## src/rtl/fetch_ctrl.sv

```systemverilog
// Program-counter sequencer: one outstanding instruction-memory request at a time,
// fetched word handed to decode over valid/ready, PC advanced only on acceptance.
module fetch_ctrl #(
    parameter logic [31:0] RESET_PC = 32'h0000_0000
) (
    input  logic        clk,
    input  logic        rst_n,
    output logic [31:0] pc,
    output logic        imem_req,
    output logic [31:0] imem_addr,
    input  logic        imem_ack,
    input  logic [31:0] imem_rdata,
    output logic [31:0] instr,
    output logic        instr_valid,
    input  logic        instr_ready,
    input  logic        jump_sig,
    input  logic [31:0] jump_off,
    output logic [31:0] fetch_cnt
);

    localparam int unsigned W = 32;

    typedef enum logic [1:0] {
        IDLE = 2'd0,
        REQ  = 2'd1,
        HOLD = 2'd2
    } state_t;

    state_t       state;
    logic [W-1:0] next_pc;

    // Sequential PC, or PC-relative word jump; shift discards jump_off[31:30].
    always_comb begin
        next_pc = pc + W'(4);
        if (jump_sig) begin
            next_pc = pc + W'(4) + (jump_off << 2);
        end
    end

    // The request address is the architectural PC itself.
    assign imem_addr = pc;

    always_ff @(posedge clk) begin
        if (!rst_n) begin
            state       <= IDLE;
            pc          <= RESET_PC;
            instr       <= '0;
            instr_valid <= 1'b0;
            imem_req    <= 1'b0;
            fetch_cnt   <= '0;
        end else begin
            case (state)
                IDLE: begin
                    imem_req <= 1'b1;
                    state    <= REQ;
                end
                REQ: begin
                    if (imem_ack) begin
                        instr       <= imem_rdata;
                        instr_valid <= 1'b1;
                        imem_req    <= 1'b0;
                        state       <= HOLD;
                    end
                end
                HOLD: begin
                    if (instr_ready) begin
                        instr_valid <= 1'b0;
                        pc          <= next_pc;
                        fetch_cnt   <= fetch_cnt + W'(1);
                        imem_req    <= 1'b1;
                        state       <= REQ;
                    end
                end
                default: begin
                    imem_req    <= 1'b0;
                    instr_valid <= 1'b0;
                    state       <= IDLE;
                end
            endcase
        end
    end

endmodule

```

## config.mk

```make
export PLATFORM = sky130hd
export DESIGN_NAME = fetch_ctrl
export DESIGN_NICKNAME = d
export VERILOG_FILES = /design/src/rtl/fetch_ctrl.sv
export SDC_FILE = /design/constraint.sdc
export NUM_CORES = 1
export LEC_CHECK = 0
export CAP_MARGIN = 40
export CORE_MARGIN = 10
export CORE_UTILIZATION = 43
export CTS_CLUSTER_DIAMETER = 40
export DETAILED_ROUTE_END_ITERATION = 6
export PLACE_DENSITY = 0.76
export SLEW_MARGIN = 25
export SYNTH_ARGS = -nofsm -noshare
export SYNTH_HDL_FRONTEND = slang
export SYNTH_SLANG_ARGS = --single-unit
```

## constraint.sdc

```tcl
create_clock -name clk -period 3.3 [get_ports clk]
set_input_delay 0.33 -clock clk [delete_from_list [all_inputs] [get_ports clk]]
set_output_delay 0.33 -clock clk [all_outputs]
set_load 0.01 [all_outputs]
```

==> PnR_summary.wiki <==
{| class="wikitable"
! Metric !! Value
|-
| Run status || finished with violations
|-
| Violated checks || negative setup slack
|-
| End of the worst hold path || instr[23]$_SDFFE_PN0P_
|-
| Count of nets left with antenna violations after detail routing || 0
|-
| Vias in the first global route || 6679
|-
| Detailed Route Iter0 Violations || about 400
|-
| Routability congestion estimate || between 0.9 and 1
|-
| CTS H-tree depth || 3
|-
| Synth warn || 0
|-
| Top cell family by delay on the critical path || compound AO/OA/AOI/OAI gates
|-
| Number of buffers created by CTS || 9
|-
| Final Hold Fails || 0
|-
| Total via count after detailed routing || ~6700
|-
| DIE WIDTH || approximately 140 um
|-
| XOR/XNOR Fraction of Synth Area || 0.1050
|-
| Overflow left after global routing || 0
|-
| Detailed-route DRC error count || 0
|-
| Clock net sink count || 97
|-
| Cell with the most instances after synthesis || nand2_1
|-
| Clock slew at reported path FFs || 0.08 ns
|-
| Adder-Cell Fraction of Synth Area || 0.07727
|-
| Routed len/inst || 16.54 um
|-
| Final core utilization || 0.6560
|-
| Final sum of negative setup slack || -0.1786 ns
|-
| Layout overhead on the synthesized area || 49.25%
|-
| Crit path setup slack, layout || -0.08717 ns
|-
| Hold Path Class || reg2reg
|-
| Post-synthesis instance total || 838
|-
| Total half-perimeter wirelength after legalization and detailed placement || roughly 16 mm
|-
| Max stage delay on crit path || around 0.34 ns
|-
| Final wirelength || about 21 mm
|-
| Setup clock skew after layout || a little under 0.01 ns
|-
| Ys async rst share || 0
|-
| Number of top-level pins || 199
|-
| TritonCTS clock tree || yes
|-
| Tightest Pin Transition || slightly below 0.7 ns
|-
| Worst-path cell with the longest stage delay || ha_1
|-
| RSZ-0062 raised after global routing || true
|-
| Most numerous cell types in the synthesized netlist || 123 x nand2_1, 103 x a21oi_1, 97 x dfxtp_1
|-
| Height of the die || roughly 140 um
|-
| Final setup violation count || 3
|-
| Leakage power summed over all cells || roughly 0.0038 uW
|-
| Largest family of logic cells by synthesized area || simple AND/OR/NAND/NOR gates
|-
| Antenna diode count || 0
|-
| Worst path required time || roughly 3.6 ns
|-
| Endpoint kind of the worst setup timing path || flop
|-
| Total standard cell area after synthesis || ~0.0064 mm2
|-
| Full die area || between 0.02 and 0.025 mm2
|-
| Post-route insts no fill || between 1000 and 1500
|-
| Startpoint types || flop
|-
| Count of buffers from port buffering || between 150 and 200
|-
| Biggest area consumer among synthesized cells || dfxtp_1
|-
| Site row count || 44
|-
| Worst r2r path cells || 18
|-
| Placeable core region || 0.01459 mm2
|-
| Vias per std cell || between 5 and 6
|-
| Leading cell types by total area after synthesis || dfxtp_1 30%, a21oi_1 8.0%, ha_1 7.4%
|-
| Average cell area after synthesis || 7.652 um2
|-
| Fin nets || 1187
|-
| Max Buffers Root-to-Sink || 2
|-
| Proportion of synthesized chip area in sequential cells || 0.3028
|-
| Number of distinct library cell variants in the gate-level netlist after synthesis || 65
|-
| Portion of netlist area occupied by mux cells || 0.004683
|-
| Critical path start-end classification || reg2reg
|-
| Number of register bits inferred by synthesis || 97
|-
| Arrival time reported for the critical path endpoint || 3.67 ns
|-
| Clk root buf || clkbuf_16
|-
| Most common flop cell mapped by yosys || dfxtp_1
|-
| HP Start || instr[23]$_SDFFE_PN0P_
|-
| Start of the worst register-to-register path || imem_addr[2]$_SDFFE_PN0P_
|-
| Synthesized-area fraction occupied by ao, oa, aoi and oai cells || 0.2018
|-
| Simple-gate share of the synthesized area || 0.2328
|-
| Worst R2R Setup Slack || -0.09 ns
|-
| Max transition margin || 0.5418
|-
| Number of enable flip-flop cells after synthesis || 0
|-
| Area share of the leading cell type in the synthesized netlist || 0.3028
|-
| Initial Utilization || 0.4395
|-
| Total global-route track usage || 0.1966
|-
| Insertion delay to the later sink of the worst-skew pair || roughly 0.36 ns
|-
| Share of layout cells above drive strength 1 || 0.1817
|-
| Wire length of the first global-routing pass || roughly 33 mm
|-
| Length of the first detailed-routing pass in iterations || 5
|-
| Worst Hold Depth || 2
|-
| Number of instances in the placed design || around 1200
|-
| Final Cycle Share || 1.026
|-
| Slew Limit Fails || 0
|-
| Largest net degree at the start of global routing || 43
|-
| Maximum fanout along the worst path || 5
|-
| Pwr dens || ~290 mW/mm2
|-
| Maximum clock frequency || just under 300 MHz
|-
| Hold Buf Count CTS || 0
|-
| Crit-path cells || ha_1, inv_1, or2_1, or3_1, buf_6, buf_4, nor3_4, nand2_2, xnor2_1, ha_1, a21o_1, a21o_1, a21oi_2, nand3b_1, o211ai_1, o21bai_4, a31o_1, a21oi_1
|-
| Reg-to-reg endpoint || imem_addr[31]$_SDFFE_PN0P_
|-
| Number of max-capacitance violations reported || 0
|-
| Worst slack, placed || -0.1355 ns
|-
| Sum of internal, switching and leakage power || ~2800 uW
|-
| Maximum ir drop on the vdd rail || 0.3383 mV
|-
| Tmin final || around 3.4 ns
|-
| Buf/Inv on CP || 3
|-
| Initial antenna violation count || 0
|}
[report_power, final]
group | switching [uW] | leakage, uW | internal, uW
logic | 239 | 0.00290 | 256
clock network | 524 | 0.000144 | 534
registers | 18.5 | 0.000789 | 1200
total | 782 | 0.00383 | 1990
[layout by cell type, fill, tap and decap left out, types with 8 or more instances in the layout]
cell,count
nor3_1,12
a21oi_2,9
o21ai_0,25
buf_4,104
xor2_1,39
nand4_1,21
nand2_1,122
nand3_1,26
clkbuf_16,9
inv_1,16
ha_1,34
nor2_1,83
clkdlybuf4s50_1,192
dfxtp_1,89
xnor2_1,31
a21o_1,19
dfxtp_2,8
a21oi_1,90
[stage by stage]
stage | hold slack (ns) | cell area, um2
after floorplan | 0.4660 | 6482
after global placement | 0.4402 | 8900
after detailed placement | 0.4457 | 8900
after CTS | 0.4557 | 9265
after global routing | 0.4737 | 9570
final | 0.4534 | 9570
[flip-flops by register name, summed over array words and instances, names as in the netlist]
| signal | cells |
|---|---|
| instr_valid | 1 |
| fetch_cnt | 32 |
| instr | 32 |
| imem_addr | 30 |
| state | 2 |
[how the worst max path moves through the flow]
stage / start / endpoint / slack [ns] / depth (start not counted)
3_5_place_dp: imem_addr[7]$_SDFFE_PN0P_ / imem_addr[31]$_SDFFE_PN0P_ / -0.14 / 14
5_1_grt: imem_addr[2]$_SDFFE_PN0P_ / imem_addr[31]$_SDFFE_PN0P_ / -0.27 / 18
6_report: imem_addr[2]$_SDFFE_PN0P_ / imem_addr[31]$_SDFFE_PN0P_ / -0.09 / 18
4_1_cts: imem_addr[2]$_SDFFE_PN0P_ / imem_addr[31]$_SDFFE_PN0P_ / 0.0005 / 16
3_3_place_gp: imem_addr[7]$_SDFFE_PN0P_ / imem_addr[31]$_SDFFE_PN0P_ / -0.06 / 15
2_1_floorplan: imem_addr[4]$_SDFFE_PN0P_ / imem_addr[31]$_SDFFE_PN0P_ / -0.15 / 19
[layout make-up]
class / count / area [um2]
flip-flops and latches: 97 / 1952
fillers: 1237 / 5019
clock inverters: 7 / 73.82
clock buffers: 9 / 225.2
repair buffers: 300 / 2756
multi-input cells: 653 / 4265
inverters: 18 / 67.56
well taps: 184 / 230.2
[layer usage]
layer  vias up  wire, um  track usage
met5         -         0            0
met1      3117      8387       0.2216
met3        27      2052      0.08478
li1       3372         -            -
met2       209     10190       0.3340
met4         0       340      0.04734
[worst register-to-register path, stage by stage, from the launching register on]
cell and delay, ns:
dfxtp_2 0.33, ha_1 0.14, inv_1 0.04, or2_1 0.23, or3_1 0.32, buf_6 0.15, buf_4 0.14, nor3_4 0.14
nand2_2 0.09, xnor2_1 0.13, ha_1 0.34, a21o_1 0.22, a21o_1 0.19, a21oi_2 0.16, nand3b_1 0.13, o211ai_1 0.12
o21bai_4 0.20, a31o_1 0.18, a21oi_1 0.11
[cells by family after synthesis]
| family | Yosys count |
|---|---|
| compound gates | 213 |
| xor+xnor | 76 |
| fa+ha+maj | 39 |
| buf+inv | 91 |
| flops | 97 |
| mux | 3 |
| other cells | 1 |
| simple gates | 318 |
[timing repair]
item,in CTS,in global routing
gates resized for setup,11,50
buffers inserted,3,14
endpoints found under the setup margin,9,13
pin swaps,11,31
Note: power is estimated with default switching activity, not from simulation.
